[src/rtl/cardinal_nic.sv]
// Network interface between the processor data-memory port and a cardinal router.
// One-entry rx and tx buffers with full flags, polled through memory-mapped status registers.
module cardinal_nic #(
  parameter int unsigned DATA_WIDTH = 64,
  parameter int unsigned ADDR_WIDTH = 2
) (
  input  logic                  Clock,
  input  logic                  Reset,
  input  logic [0:ADDR_WIDTH-1] addr,
  input  logic [0:DATA_WIDTH-1] d_in,
  output logic [0:DATA_WIDTH-1] d_out,
  input  logic                  nicEn,
  input  logic                  nicWrEn,
  input  logic                  net_si,
  output logic                  net_ri,
  input  logic [0:DATA_WIDTH-1] net_di,
  output logic                  net_so,
  input  logic                  net_ro,
  output logic [0:DATA_WIDTH-1] net_do,
  input  logic                  net_polarity
);

  localparam logic [0:ADDR_WIDTH-1] ADDR_RX_BUF  = ADDR_WIDTH'(0);
  localparam logic [0:ADDR_WIDTH-1] ADDR_RX_STAT = ADDR_WIDTH'(1);
  localparam logic [0:ADDR_WIDTH-1] ADDR_TX_BUF  = ADDR_WIDTH'(2);
  localparam logic [0:ADDR_WIDTH-1] ADDR_TX_STAT = ADDR_WIDTH'(3);

  logic [0:DATA_WIDTH-1] rx_buf_q, rx_buf_d;
  logic [0:DATA_WIDTH-1] tx_buf_q, tx_buf_d;
  logic                  rx_full_q, rx_full_d;
  logic                  tx_full_q, tx_full_d;

  logic rd_en;
  logic wr_en;

  assign rd_en = nicEn & ~nicWrEn;
  assign wr_en = nicEn & nicWrEn;

  // Router-facing handshakes; tx_buf[0] selects the virtual channel.
  assign net_ri = ~rx_full_q;
  assign net_do = tx_buf_q;
  assign net_so = tx_full_q & net_ro & (tx_buf_q[0] == net_polarity);

  // Zero-latency processor load path.
  always_comb begin
    d_out = '0;
    if (rd_en) begin
      case (addr)
        ADDR_RX_BUF:  d_out = rx_buf_q;
        ADDR_RX_STAT: d_out = {{(DATA_WIDTH-1){1'b0}}, rx_full_q};
        ADDR_TX_BUF:  d_out = tx_buf_q;
        ADDR_TX_STAT: d_out = {{(DATA_WIDTH-1){1'b0}}, tx_full_q};
        default:      d_out = '0;
      endcase
    end
  end

  // Next state: rx clear and rx fill are mutually exclusive on rx_full_q, same for tx.
  always_comb begin
    rx_buf_d  = rx_buf_q;
    rx_full_d = rx_full_q;
    tx_buf_d  = tx_buf_q;
    tx_full_d = tx_full_q;

    if (rx_full_q) begin
      if (rd_en && (addr == ADDR_RX_BUF)) begin
        rx_full_d = 1'b0;
      end
    end else if (net_si) begin
      rx_buf_d  = net_di;
      rx_full_d = 1'b1;
    end

    if (tx_full_q) begin
      if (net_so) begin
        tx_full_d = 1'b0;
      end
    end else if (wr_en && (addr == ADDR_TX_BUF)) begin
      tx_buf_d  = d_in;
      tx_full_d = 1'b1;
    end
  end

  always_ff @(posedge Clock) begin
    if (!Reset) begin
      rx_buf_q  <= '0;
      rx_full_q <= 1'b0;
      tx_buf_q  <= '0;
      tx_full_q <= 1'b0;
    end else begin
      rx_buf_q  <= rx_buf_d;
      rx_full_q <= rx_full_d;
      tx_buf_q  <= tx_buf_d;
      tx_full_q <= tx_full_d;
    end
  end

endmodule

[config.mk]
export PLATFORM = sky130hd
export DESIGN_NAME = cardinal_nic
export DESIGN_NICKNAME = d
export VERILOG_FILES = /design/src/rtl/cardinal_nic.sv
export SDC_FILE = /design/constraint.sdc
export NUM_CORES = 1
export LEC_CHECK = 0
export CORE_UTILIZATION = 42
export CTS_CLUSTER_DIAMETER = 150
export CTS_CLUSTER_SIZE = 20
export DETAILED_ROUTE_END_ITERATION = 10
export GPL_TIMING_DRIVEN = 0
export PLACE_DENSITY = 0.81
export SETUP_SLACK_MARGIN = 0.05
export SYNTH_ARGS = -nofsm -noshare
export SYNTH_HDL_FRONTEND = slang
export SYNTH_SLANG_ARGS = --single-unit
[constraint.sdc]
create_clock -name Clock -period 1.5 [get_ports Clock]
set_clock_uncertainty 0.15 [all_clocks]
set_input_delay 0.225 -clock Clock [delete_from_list [all_inputs] [get_ports Clock]]
set_output_delay 0.225 -clock Clock [all_outputs]
set_load 0.01 [all_outputs]
==> run_results.csv <==
group,metric,value,unit
run_status,status,"finished, violations left",
run_status,violations,"negative setup slack",
clock_network,cts_buffers,17,
worst_setup_path,startpoint,"rx_full_q",
detailed_routing,wl,22300,um
detailed_routing,drt_pass1_iterations,6,
grt,grt_pass1_vias,5847,
die,start_util,43.2,%
clock_network,clock_path_buffers,2,
die,dieArea,0.0141,mm^2
worst_hold_path,holdCritPathClass,"in -> reg",
worst_setup_path,cp_slowest_cell,"mux4_2",
detailed_routing,via_per_inst,5.21,
power,p_total,9590,uW
power,vdd_drop_max,0.722,mV
finish,antenna_cells,0,
finish,finish.utilization,77.6,%
grt,grt_max_degree,17,
worst_setup_path,cp_max_fo,2,
worst_setup_path,setup.worst_path.end_class,"primary output",
clock_network,clkTransAtPathRegs,0.06,ns
grt,overflow,0,
die,num_rows,42,
worst_setup_path,critPathKind,"reg -> out",
worst_setup_path,startpoint_type,"register",
die,io_pins,267,
sta,worstMarginPinSlew,0.580,ns
die,fp.coreArea,0.0133,mm^2
sta,maxSlewViolCount,0,
placement,gp_congestion,0.808,
detailed_routing,postRouteAntennaNets,0,
clock_network,htree_num_levels,4,
synthesis,synth_seq_cells,130,
sta,max_freq,0.535,GHz
sta,finalCritPeriodShare,125,%
sta,hold_viol_final,0,
detailed_routing,drc_errors,0,
die,die_width,119,um
die,die_h,119,um
worst_setup_path,timing.rr.start,"tx_full_q",
clock_network,cts_num_sinks,130,
sta,setup_viol,133,
worst_setup_path,crit_end,"d_out[63]",
synthesis,synth_area,0.00574,mm^2
finish,drive_gt1_share,29.1,%
placement,hpwl,13400,um
synthesis,synth_seq_area_share,45.3,%
worst_setup_path,cp.arrival,1.50,ns
detailed_routing,vias,6132,
synthesis,synthDistinctLibCells,24,
clock_network,cts_tree,"done",
synthesis,synth.avg_cell_area,8.85,um^2
worst_setup_path,path_depth,3,
grt,gr-usage-all-layers,28.5,%
synthesis,syn_nets,786,
power,powerDensity,929,mW/mm^2
detailed_routing,drt_first_iter_violations,334,
detailed_routing,post_drt_wl_per_cell,18.9,um
worst_setup_path,crit_required,1.12,ns
worst_setup_path,worst_r2r_path_depth,7,
clock_network,hold_buffers,0,
worst_setup_path,worst-r2r-setup-slack,-0.18,ns
sta,finalCriticalPeriod,1.87,ns
worst_hold_path,hp-start,"Reset",
worst_setup_path,crit_chain,"mux4_2, nor2b_4, buf_6",
sta,slew-limit-headroom,61.4,%
placement,portBuffers,265,
synthesis,yosysWarnings,0,
sta,final.setup.worst_slack,-0.370,ns
sta,grt_setup_unrepaired,"yes",
worst_setup_path,worst_r2r_endpoint,"net_do[19]",
synthesis,syn_inst,649,
clock_network,insertion_delay,0.42,ns
finish,nets,1126,
clock_network,root_buffer,"clkbuf_16",
worst_setup_path,cpLargestDelayFamily,"multiplexers",
worst_setup_path,critical_path.max_stage_delay,0.46,ns
grt,grt_pass1_wl,31300,um
worst_setup_path,path_buf_inv,1,
grt,antenna_found_initial,0,
power,p_leak,0.00433,uW
flow_run,maxCapViolCount,0,
finish,areaGrowthSynthToFinish,79.7,%
==> metal layers <==
metal / up-vias / track usage (%) / wire, um
met1: 2964 / 33.0 / 8870
met5: - / 0 / 0
met3: 40 / 8.81 / 1500
li1: 2873 / - / -
met4: 0 / 11.4 / 595
met2: 255 / 48.8 / 11300
==> cell type report <==
cell class,count,area [um^2]
Clock inverter,10,155
Inverter,1,3.75
Multi-Input combinational cell,463,3020
Fill cell,919,2980
Timing Repair Buffer,322,3250
Clock buffer,22,474
Sequential cell,130,2620
Buffer,54,568
Tap cell,176,220
==> placed cells by master (no fill, tap or decap), types with 3 or more instances in the layout <==
cell type        synthesis  layout
buf_4                    8      14
dfxtp_1                130     119
clkbuf_1                14      16
buf_6                    1      35
clkdlybuf4s15_1          0      36
dfxtp_2                  0       8
buf_16                   0       4
clkdlybuf4s15_2          0       5
dlygate4sd2_1            0       5
clkbuf_8                 0       3
nand2_1                259     224
clkinv_2                 0       4
a21boi_1                60      50
a22o_1                  63      63
buf_12                   5      16
buf_8                    0      19
clkbuf_2                 0      17
clkbuf_16                0      32
mux2i_1                 64      62
bufinv_16                0       4
nand2_2                  0      28
a21boi_2                 0      14
buf_2                   25      63
clkdlybuf4s50_1          0     131
dfxtp_4                  0       3
nand2_4                  0       7
==> registers in the layout (all words and copies together) (netlist names) <==
| name | cells |
|---|---|
| net_do | 64 |
| rx_buf_q | 64 |
| rx_full_q | 1 |
| tx_full_q | 1 |
==> kinds of logic (layout without fill, tap and decap cells) <==
kind of cell              Yosys count  in the layout  synth area share [%]
and+or+nand+nor                   268            268                  18.4
AOI/OAI and AO/OA                 129            129                  18.3
buffers and inverters              56            409                  6.28
muxes                              65             65                  11.6
xor gates and xnor gates            1              1                 0.153
DFF                               130            130                  45.3
==> cell usage after synthesis, drive strengths merged <==
cell | n | area (um^2)
nor2 | 1 | 6.26
nor2b | 2 | 12.5
mux2i | 64 | 641
nand2b | 3 | 26.3
and3 | 1 | 6.26
nor3 | 1 | 16.3
o211a | 1 | 10.0
nor4b | 1 | 15.0
a21boi | 64 | 480
xnor2 | 1 | 8.76
mux4 | 1 | 22.5
inv | 1 | 3.75
nand2 | 259 | 972
a22o | 63 | 552
clkbuf | 14 | 52.6
buf | 41 | 304
dfxtp | 130 | 2600
o2bb2ai | 1 | 8.76
==> worst min path at each step <==
stage | end | slack [ns] | cells after the start
detailed placement | rx_buf_q[0] | 0.30 | 2
global placement | rx_buf_q[56] | 0.29 | 2
global route | net_do[0] | 0.06 | 3
CTS | tx_full_q | 0.02 | 3
finish | net_do[0] | 0.04 | 3
floorplan | rx_buf_q[63] | 0.21 | 2
==> tightest hold or removal path: stages <==
cell	delay, ns
buf_2	0.18
nand2_1	0.10
mux2i_1	0.06
==> timing repair <==
item / CTS / global route
setup buffers: 30 / 7
cloned: 10 / 15
endpoints found under the setup margin: 240 / 237
resized for setup: 491 / 149
pin swaps: 68 / 39
==> where the power goes <==
part           switching [uW]  internal [uW]  leakage, uW  total [uW]
sequential               97.9           3590      0.00107        3690
clock                    1560           2900     0.000306        4460
combinational             591            846      0.00296        1440
==> stage by stage <==
step	setup slack, ns	hold WS, ns	cell area (um^2)	TNS [ns]	cells
final	-0.370	0.0421	10300	-21.86	1178
after CTS	-0.381	0.0212	9670	-16.69	1162
after global routing	-0.415	0.0615	10300	-28.11	1178
after floorplan	0.130	0.210	5740	0	649
after global placement	-1.27	0.291	8610	-120.04	1090
after detailed placement	-1.26	0.297	8610	-123.28	1090
(Power assumes the default switching activity.)
